==> config.mk <==
export PLATFORM = sky130hd
export DESIGN_NAME = spdif_bmc_encoder
export DESIGN_NICKNAME = d
export VERILOG_FILES = /design/src/rtl/spdif_pkg.sv /design/src/rtl/spdif_subframe_shifter.sv /design/src/rtl/spdif_bmc_encoder.sv
export SDC_FILE = /design/constraint.sdc
export NUM_CORES = 1
export LEC_CHECK = 0
export ABC_AREA = 1
export BUFFER_PORTS_ARGS = -buffer_cell sky130_fd_sc_hd__buf_2
export CORE_MARGIN = 2
export CORE_UTILIZATION = 50
export DETAILED_ROUTE_END_ITERATION = 8
export GPL_TIMING_DRIVEN = 1
export PLACE_DENSITY_LB_ADDON = 0.1
export SLEW_MARGIN = 20
export SYNTH_ARGS = -nofsm -noshare
export SYNTH_HDL_FRONTEND = slang
export SYNTH_SLANG_ARGS = --single-unit
==> constraint.sdc <==
create_clock -name i_clk -period 2.4 [get_ports i_clk]
set_clock_uncertainty 0.05 [all_clocks]
set_input_delay 0.24 -clock i_clk [delete_from_list [all_inputs] [get_ports i_clk]]
set_output_delay 0.24 -clock i_clk [all_outputs]
set_load 0.03 [all_outputs]
==> src/rtl/spdif_pkg.sv <==
// Shared S/PDIF definitions: preamble patterns, subframe slot map and the
// payload struct used by the encoder and the receive-side blocks.
package spdif_pkg;

  localparam int SF_AUDIO_W              = 20;
  localparam int SF_AUX_W                = 4;
  localparam int HALF_CELLS_PER_SUBFRAME = 64;

  // Preamble half-cell patterns for a line level of 0 before the preamble,
  // MSB is sent first. Inverted when the line sits at 1.
  localparam logic [7:0] PRE_B = 8'b11101000;
  localparam logic [7:0] PRE_M = 8'b11100010;
  localparam logic [7:0] PRE_W = 8'b11100100;

  localparam int AUX_LSB   = 4;
  localparam int AUDIO_LSB = 8;
  localparam int SLOT_V    = 28;
  localparam int SLOT_U    = 29;
  localparam int SLOT_C    = 30;
  localparam int SLOT_P    = 31;

  // Packed MSB-first, so bit 0 is slot 4 and bit 27 is slot 31.
  typedef struct packed {
    logic                  p;
    logic                  c;
    logic                  u;
    logic                  v;
    logic [SF_AUDIO_W-1:0] audio;
    logic [SF_AUX_W-1:0]   aux;
  } subframe_t;

  // Even parity over slots 4..31: P makes the number of ones even.
  function automatic logic even_parity(input subframe_t s);
    return ^{s.c, s.u, s.v, s.audio, s.aux};
  endfunction

endpackage

==> src/rtl/spdif_subframe_shifter.sv <==
// Subframe payload register.
//  i_clk/i_rst       half-cell clock, async active-high reset
//  i_load            load strobe (encoder ready)
//  i_valid           payload present; when low an underrun filler is loaded
//  i_audio/i_aux/i_v/i_u/i_c  payload fields
//  i_slot            slot number 0..31 to present on o_bit (slots 0..3 read 0)
//  o_bit             payload bit of i_slot
//  o_underrun        1-cycle pulse after a load with i_valid low
module spdif_subframe_shifter
  import spdif_pkg::*;
#(
  parameter int AUDIO_W = 20,
  parameter int AUX_W   = 4
) (
  input  logic               i_clk,
  input  logic               i_rst,
  input  logic               i_load,
  input  logic               i_valid,
  input  logic [AUDIO_W-1:0] i_audio,
  input  logic [AUX_W-1:0]   i_aux,
  input  logic               i_v,
  input  logic               i_u,
  input  logic               i_c,
  input  logic [4:0]         i_slot,
  output logic               o_bit,
  output logic               o_underrun
);

  subframe_t   w_pl;
  subframe_t   r_sf;
  logic        r_underrun;
  logic [31:0] w_slots;

  // Missing payload is replaced by a silent, invalid-flagged sample (V=1),
  // which forces P=1.
  always_comb begin
    w_pl = '0;
    if (i_valid) begin
      w_pl.audio = i_audio;
      w_pl.aux   = i_aux;
      w_pl.v     = i_v;
      w_pl.u     = i_u;
      w_pl.c     = i_c;
    end else begin
      w_pl.v = 1'b1;
    end
    w_pl.p = even_parity(w_pl);
  end

  always_ff @(posedge i_clk or posedge i_rst) begin
    if (i_rst) begin
      r_sf       <= '0;
      r_underrun <= 1'b0;
    end else begin
      r_underrun <= i_load & ~i_valid;
      if (i_load) r_sf <= w_pl;
    end
  end

  // Pad the preamble slots so any 5-bit slot number is in range.
  assign w_slots    = {r_sf, 4'b0000};
  assign o_bit      = w_slots[i_slot];
  assign o_underrun = r_underrun;

endmodule

==> src/rtl/spdif_bmc_encoder.sv <==
// S/PDIF transmit line encoder: one subframe payload per handshake in,
// biphase-mark line with B/M/W preambles out. One clock = one half-cell.
//  i_clk/i_rst        half-cell clock, async active-high reset
//  i_din_*            subframe payload, sampled only while o_din_ready
//  i_din_valid        payload present
//  o_din_ready        payload is loaded this cycle (last half-cell)
//  o_bmc_out          biphase-mark line
//  o_channel          channel of the subframe on the line (0=A, 1=B)
//  o_frame_count      frame index of the subframe on the line
//  o_block_start      first half-cell of frame 0, channel A
//  o_underrun         pulse when a ready cycle found no payload
module spdif_bmc_encoder
  import spdif_pkg::*;
#(
  parameter int FRAMES_PER_BLOCK = 192,
  parameter int AUDIO_W          = 20,
  parameter int AUX_W            = 4
) (
  input  logic               i_clk,
  input  logic               i_rst,
  input  logic [AUDIO_W-1:0] i_din_audio,
  input  logic [AUX_W-1:0]   i_din_aux,
  input  logic               i_din_v,
  input  logic               i_din_u,
  input  logic               i_din_c,
  input  logic               i_din_valid,
  output logic               o_din_ready,
  output logic               o_bmc_out,
  output logic               o_channel,
  output logic [7:0]         o_frame_count,
  output logic               o_block_start,
  output logic               o_underrun
);

  localparam logic [5:0] HC_LAST = 6'(HALF_CELLS_PER_SUBFRAME - 1);
  localparam logic [7:0] FC_LAST = 8'(FRAMES_PER_BLOCK - 1);

  logic [5:0] r_hc;
  logic       r_ch;
  logic [7:0] r_fc;
  logic       r_bmc;
  logic       r_lvl;

  logic       w_wrap;
  logic [5:0] w_hc_nxt;
  logic       w_ch_nxt;
  logic [7:0] w_fc_nxt;
  logic       w_lvl;
  logic [7:0] w_pre;
  logic       w_pre_bit;
  logic       w_slot_bit;
  logic       w_data_bit;
  logic       w_bmc_nxt;

  assign w_wrap   = (r_hc == HC_LAST);
  assign w_hc_nxt = r_hc + 6'd1;
  assign w_ch_nxt = w_wrap ? ~r_ch : r_ch;
  assign w_fc_nxt = (w_wrap && r_ch) ? ((r_fc == FC_LAST) ? 8'd0 : r_fc + 8'd1) : r_fc;

  // The line is registered, so everything below describes the half-cell
  // that starts at the next edge (w_hc_nxt, w_ch_nxt, w_fc_nxt).
  // Preamble polarity follows the level at the end of the previous subframe;
  // that level is captured into r_lvl at the wrap and reused for hc 1..7.
  assign w_lvl     = w_wrap ? r_bmc : r_lvl;
  assign w_pre     = w_ch_nxt ? PRE_W : ((w_fc_nxt == 8'd0) ? PRE_B : PRE_M);
  assign w_pre_bit = w_pre[~w_hc_nxt[2:0]] ^ w_lvl;

  // Even half-cell: mandatory cell-boundary transition; odd: mid-cell
  // transition only for a 1.
  assign w_data_bit = w_hc_nxt[0] ? (r_bmc ^ w_slot_bit) : ~r_bmc;
  assign w_bmc_nxt  = (w_hc_nxt[5:3] == 3'd0) ? w_pre_bit : w_data_bit;

  spdif_subframe_shifter #(
    .AUDIO_W (AUDIO_W),
    .AUX_W   (AUX_W)
  ) u_shifter (
    .i_clk      (i_clk),
    .i_rst      (i_rst),
    .i_load     (w_wrap),
    .i_valid    (i_din_valid),
    .i_audio    (i_din_audio),
    .i_aux      (i_din_aux),
    .i_v        (i_din_v),
    .i_u        (i_din_u),
    .i_c        (i_din_c),
    .i_slot     (w_hc_nxt[5:1]),
    .o_bit      (w_slot_bit),
    .o_underrun (o_underrun)
  );

  always_ff @(posedge i_clk or posedge i_rst) begin
    if (i_rst) begin
      r_hc  <= HC_LAST;
      r_ch  <= 1'b1;
      r_fc  <= FC_LAST;
      r_bmc <= 1'b0;
      r_lvl <= 1'b0;
    end else begin
      r_hc  <= w_hc_nxt;
      r_ch  <= w_ch_nxt;
      r_fc  <= w_fc_nxt;
      r_bmc <= w_bmc_nxt;
      if (w_wrap) r_lvl <= r_bmc;
    end
  end

  assign o_din_ready   = w_wrap;
  assign o_bmc_out     = r_bmc;
  assign o_channel     = r_ch;
  assign o_frame_count = r_fc;
  assign o_block_start = (r_hc == 6'd0) && !r_ch && (r_fc == 8'd0);

endmodule

Yosys cells after proc, flatten, opt, wreduce, memory -nomap -nowiden
Index checks and enable logic that the tools add are counted.
{ "totals": {"word_cells": 49, "regBits": 46} }
{ "classes": {"n_eq_ne": 2, "n_addsub": 2, "n_reduce_logical": 9, "n_mux": 15, "bitwise": 7, "order_cmp": 2} }
{ "op_table": {"columns": ["op", "n"], "rows": [
  ["$reduce_xor 27->1", 1],
  ["$mux 24", 1],
  ["$logic_not 8->1", 2],
  ["$mux 8", 2],
  ["$add 8x1->8 const B", 1],
  ["$eq 8x8->1 const B", 1],
  ["$mux 4", 2],
  ["$mux 1", 7],
  ["$add 6x1->6 const B", 1],
  ["$eq 6x6->1 const B", 1],
  ["$logic_not 6->1", 1],
  ["$lt 5x6->1 const B", 1],
  ["$bmux 1 s5", 1],
  ["$lt 3x4->1 const B", 1],
  ["$bmux 1 s3", 1],
  ["$logic_and 1x1->1", 3],
  ["$logic_not 3->1", 1],
  ["$not 1->1", 3],
  ["$not 3->3", 1],
  ["$mux 2", 1],
  ["$xor 1x1->1", 2],
  ["$and 1x1->1", 1],
  ["$logic_not 1->1", 1]
]} }

Longest topological paths before layout
{ "depth": {"word_depth": 10, "ltp_mapped": 20, "mapped_depth_nobuf": 19} }

By module
From an unflattened synthesis, not the netlist that was laid out.
{ "hier_totals": {"hier_cells": 445, "hier_area_um2": 3029.2} }
{ "by_module_without_submodules": {"columns": ["mod", "n_inst", "cells_each", "seq_area_each_um2", "area_each_um2"], "rows": [
  ["spdif_subframe_shifter", 1, 314, 725.7, 1988.2],
  ["spdif_bmc_encoder", 1, 131, 442.9, 1041.0]
]} }

Worst setup path before layout
No wires, ideal clock.
{ "synth_timing": {"path_kind": "register to register", "start": "reg r_hc[0]", "end": "reg r_bmc, in the netlist o_bmc_out", "setup_slack_ns": -0.320, "setup_time_ns": 0.117, "t_arrival_ns": 2.553, "path_buffers": 1, "required_ns": 2.233, "path_stages_with_launch": 19, "period_less_slack_ns": 2.720, "cell_sequence": "dfstp_2 > ha_1 > nand3_1 > nor2_1 > buf_2 > ha_1 > nand2_1 > nor2_1 > nand3_1 > nand3_1 > nand2_1 > nor2_1 > nand2_1 > nand2_1 > nand2_1 > nand3_1 > nand3_1 > nand3_1 > nand2_1"} }
{ "synth_between": {"elab_chain_cells": 10} }
{ "synth_rtl": {"columns": ["item", "line_no", "source"], "rows": [
  ["start: declaration", "spdif_bmc_encoder.sv:38", "logic [5:0] r_hc;"],
  ["start signal: assignment", "spdif_bmc_encoder.sv:99", "r_hc <= w_hc_nxt;"],
  ["$eq 6x6->1 (*)", "spdif_bmc_encoder.sv:55", "assign w_wrap = (r_hc == HC_LAST);"],
  ["via o_din_ready", "spdif_bmc_encoder.sv:27", "output logic o_din_ready,"],
  ["$logic_and 1x1->1", "spdif_bmc_encoder.sv:58", "assign w_fc_nxt = (w_wrap && r_ch) ? ((r_fc == FC_LAST) ? 8'd0 : r_fc + 8'd1) : r_fc;"],
  ["$mux 8", "spdif_bmc_encoder.sv:58", null],
  ["$logic_not 8->1", "spdif_bmc_encoder.sv:65", "assign w_pre = w_ch_nxt ? PRE_W : ((w_fc_nxt == 8'd0) ? PRE_B : PRE_M);"],
  ["$mux 4 (2 in series)", "spdif_bmc_encoder.sv:65", null],
  ["$bmux 1 s3", "spdif_bmc_encoder.sv:66", "assign w_pre_bit = w_pre[~w_hc_nxt[2:0]] ^ w_lvl;"],
  ["$mux 1 (not written as such)", "spdif_bmc_encoder.sv:66", null],
  ["$xor 1x1->1 (*)", "spdif_bmc_encoder.sv:66", null],
  ["$mux 1 (*)", "spdif_bmc_encoder.sv:71", "assign w_bmc_nxt = (w_hc_nxt[5:3] == 3'd0) ? w_pre_bit : w_data_bit;"],
  ["via w_bmc_nxt", "spdif_bmc_encoder.sv:53", "logic w_bmc_nxt;"],
  ["end signal: assignment", "spdif_bmc_encoder.sv:102", "r_bmc <= w_bmc_nxt;"],
  ["end: declaration", "spdif_bmc_encoder.sv:41", "logic r_bmc;"]
]} }
The timed path passes the listed nets; every way through them passes the cells marked *. The select of a mux whose other input is x is not followed.
A chain may end at the register's enable or synchronous reset.

Worst setup path after layout
{ "layout_timing": {"start": "reg r_hc[1]", "end": "reg r_bmc, in the netlist o_bmc_out"} }
{ "layout_between": {"elab_chain_cells": 10} }
{ "layout_rtl": {"columns": ["item", "line_no"], "rows": [
  ["parallel branches: the longest is 9 deep, another holds $add 6x1->6", null],
  ["$mux 1 (*)", "spdif_bmc_encoder.sv:71"],
  ["via w_bmc_nxt", "spdif_bmc_encoder.sv:53"]
]} }
Mark *: on every way through the listed nets, which the timed path passes. The select of a mux whose other input is x is not followed.

==> impl_summary.txt <==
----------------------------------------------------
[Run status]
  Run status ... finished clean

[Cells and area]
  Final design utilization ... 0.636
  Area growth from synthesis to layout ... 20.6%
  Leading cell type in the layout, fill and taps excluded ... nand2_1
  Fillcell total ... 484
  Most frequent cells in the layout ... nand2_1, buf_2, o21ai_0
  N_diodes ... 0
  Ratio of cells with drive above 1 in the final layout ... 0.269
  Number of nets in the final layout ... 447
  Non-filler instance count after layout ... 482

[Timing]
  Final setup violation count ... 0
  Crit path setup slack, layout ... 93.3 ps
  Transition time at the pin with the least slew margin ... 587 ps
  Relative slew margins ... 0.608
  Minimum clock period ... 2310 ps
  Part of the cycle the worst path needs ... 0.961
  Final hold viol count ... 0
  Maximum frequency from static timing analysis ... 434 MHz
  RSZ-0062 raised after global routing ... true
  Max-slew violation total from the final report ... 0
  Worst-case hold slack ... 26.8 ps

[Floorplanning]
  Placeable core region ... 5200 um^2
  IO Pins ... 43
  Placement Rows ... 26
  Die X ... 78.1 um
  Effective utilization at floorplan ... 0.527
  Area of the die ... 6100 um^2
  Die Y ... 78.1 um

[Power]
  Internal cell power ... 1.17 mW
  Power Density ... 467 nW/um^2
  Sw power ... 374 uW
  Peak supply drop ... 0.367 mV
  LEAKAGE ... 1.67 nW
  Portion of total power attributed to the clock network ... 0.369
  Tot Pwr ... 1.55 mW
  Part of the power in registers ... 0.501
  Switching share of total power ... 0.242
  Combinational Power Share ... 0.129

[Place]
  Port Buf Inserts ... 42
  Pre-CTS setup slack ... -9.18 ps
  Final estimated routing congestion in global placement ... 0.878
  DPL Wire Length ... 4.36 mm
  Total placed cells including tap cells ... 472

[Worst setup path]
  Setup crit start kind ... register
  WP data required ... 2550 ps
  FF-to-FF End ... o_bmc_out
  CP Capture Point ... o_bmc_out
  Crit. Startpoint ... r_hc[1]
  Largest driver fanout on the critical path ... 5
  Category of the critical setup timing path ... register to register
  Critical register-to-register path startpoint ... r_hc[1]
  Critical path data arrival time ... 2460 ps
  Nature of the critical path endpoint ... register
  Setup slack of the most critical reg-to-reg path ... 90 ps
  Depth of the worst register-to-register path ... 16

[Route]
  Via count normalized by instance count ... 4.94
  DR WL/cell ... 12.5 um
  Final routed DRC violation total ... 0
  Sum of routed wire length over all layers ... 6.05 mm
  Number of nets with antenna violations after detailed routing ... 0
  Number of optimization iterations in the first detailed-route pass ... 4
  Iter 0 DRT Violations ... 135
  Total via count after detailed routing ... 2381

[Global routing]
  Wire length of the first global-routing pass ... 10.6 mm
  Via count of the first global-routing pass ... 2331
  Final global-route overflow total ... 0
  Overall Global Routing Usage ... 0.221
  Number of antenna violations at the first check in global routing ... 0
  Maximum number of pins on one net before global-route repair ... 51

[Yosys]
  Number of library cell types mapped by synthesis ... 29
  Post-synthesis instance area ... 2750 um^2
  Post-Synthesis Net Count ... 395
  Synth Register Bits ... 46
  Cells after synthesis ... 359
  Fraction of the yosys area taken by sequential cells ... 0.426
  Number of synthesis warnings ... 0
  Synth Area per Inst ... 7.65 um^2

[Clock network]
  Cell at the root of the clock tree ... clkbuf_8
  Number of buffers added by the clock tree synthesis step ... 5
  H-tree lvl count ... 2
  Clock Tree Buf Depth ... 2
  Clock tree from TritonCTS ... done
  Number of clock sinks seen by CTS ... 46
  CTS clock-pin slew for the worst setup and hold paths ... 90 ps
  Clock insertion delay at the later pin of the skew report ... 300 ps

[Worst hold path]
  Hold/Removal Path Class ... input pin to async pin

[Run]
  Max_cap viols ... 0

----------------------------------------------------
## critical path, cell delays in order, from the launching register on
cell and delay, ps:
dfstp_2 570, ha_4 140, nand3_4 80, nor2_4 120, ha_4 200, inv_4 60
or2_4 230, o21ai_2 70, nand3_1 90, nor2_1 120, nand2_1 70, nand2_1 60
nand2_1 50, nand3_2 80, nand3_1 80, nand3_1 90, nand2_1 50
## repair_timing
action,4_1_cts,5_1_grt
setup endpoints to repair,1,1
resized for setup,2,12
hold buffers,0,0
buffers inserted,0,2
pin swaps,1,7
## cells in the mapped netlist, drive strengths merged
| cell type | instances | area, um^2 |
|---|---|---|
| ha | 6 | 75.1 |
| nand3b | 3 | 22.5 |
| xor2 | 11 | 104 |
| nand4 | 2 | 12.5 |
| dfstp | 14 | 368 |
| a21oi | 3 | 18.8 |
| or2 | 3 | 18.8 |
| dfrtp | 32 | 801 |
| nor3 | 1 | 5.00 |
| xnor2 | 18 | 180 |
| nand2 | 112 | 435 |
| inv | 37 | 139 |
| nor4b | 1 | 8.76 |
| a31oi | 1 | 6.26 |
| clkbuf | 5 | 18.8 |
| nand3 | 27 | 135 |
| nor2 | 31 | 116 |
| buf | 7 | 55.1 |
| o21ai | 45 | 225 |
## how the worst min path moves through the flow
| stage | slack (ps) | depth (start not counted) | endpoint |
|---|---|---|---|
| floorplan | 370 | 2 | u_shifter.r_sf[24] |
| global placement | 360 | 3 | u_shifter.r_sf[9] |
| detailed placement | 370 | 3 | u_shifter.r_sf[9] |
| CTS | 40 | 3 | u_shifter.r_sf[0] |
| global route | 60 | 3 | o_frame_count[6] |
| finish | 30 | 3 | u_shifter.r_sf[12] |
## cell families (layout without fill, tap and decap cells)
family                     after synthesis  count (layout)  synth area share
xor gates and xnor gates                29              29             0.103
adders and majority gates                6               6            0.0273
buffers and inverters                   49             102            0.0775
AOI/OAI and AO/OA                       49              49            0.0912
DFF                                     46              46             0.426
and+or+nand+nor                        180             180             0.275
## flip-flops by register name (all words and copies together) (netlist names)
name,count
u_shifter.r_sf,28
o_frame_count,8
r_hc,6
o_bmc_out,1
o_channel,1
r_lvl,1
u_shifter.o_underrun,1
## per-layer routing
layer	part of all wire	wire length, um	global-route usage	vias up
li1	-	-	-	1236
met1	0.46	2770	0.279	1105
met2	0.50	3030	0.390	35
met3	0.029	175	0.0414	5
met4	0.012	70	0.0579	0
met5	0	0	0	-
## power by group through the flow
stage | Combinational, mW | Sequential (mW) | Clock [mW]
2_1_floorplan | 0.157 | 0.790 | 0
3_3_place_gp | 0.199 | 0.790 | 0
3_5_place_dp | 0.203 | 0.790 | 0
4_1_cts | 0.204 | 0.776 | 0.590
5_1_grt | 0.227 | 0.776 | 0.626
6_report | 0.200 | 0.776 | 0.572
## stage by stage
stage | area, um^2 | setup TNS, ps
after CTS | 3250 | 0
after detailed placement | 3130 | -9.18
final | 3310 | 0
after floorplan | 2820 | -10.5
after global routing | 3310 | -108
after global placement | 3130 | 0
## cell type report
cell class | count | area (um^2) | area share
clock buffers | 5 | 68.8 | 0.0208
clock inverters | 3 | 40.0 | 0.0121
inverters | 37 | 141 | 0.0427
multi-input cells | 264 | 1480 | 0.447
flip-flops and latches | 46 | 1170 | 0.353
well taps | 70 | 87.6 | 0.0264
repair buffers | 57 | 327 | 0.0986
No activity file was read; power rests on OpenSTA's default activity.
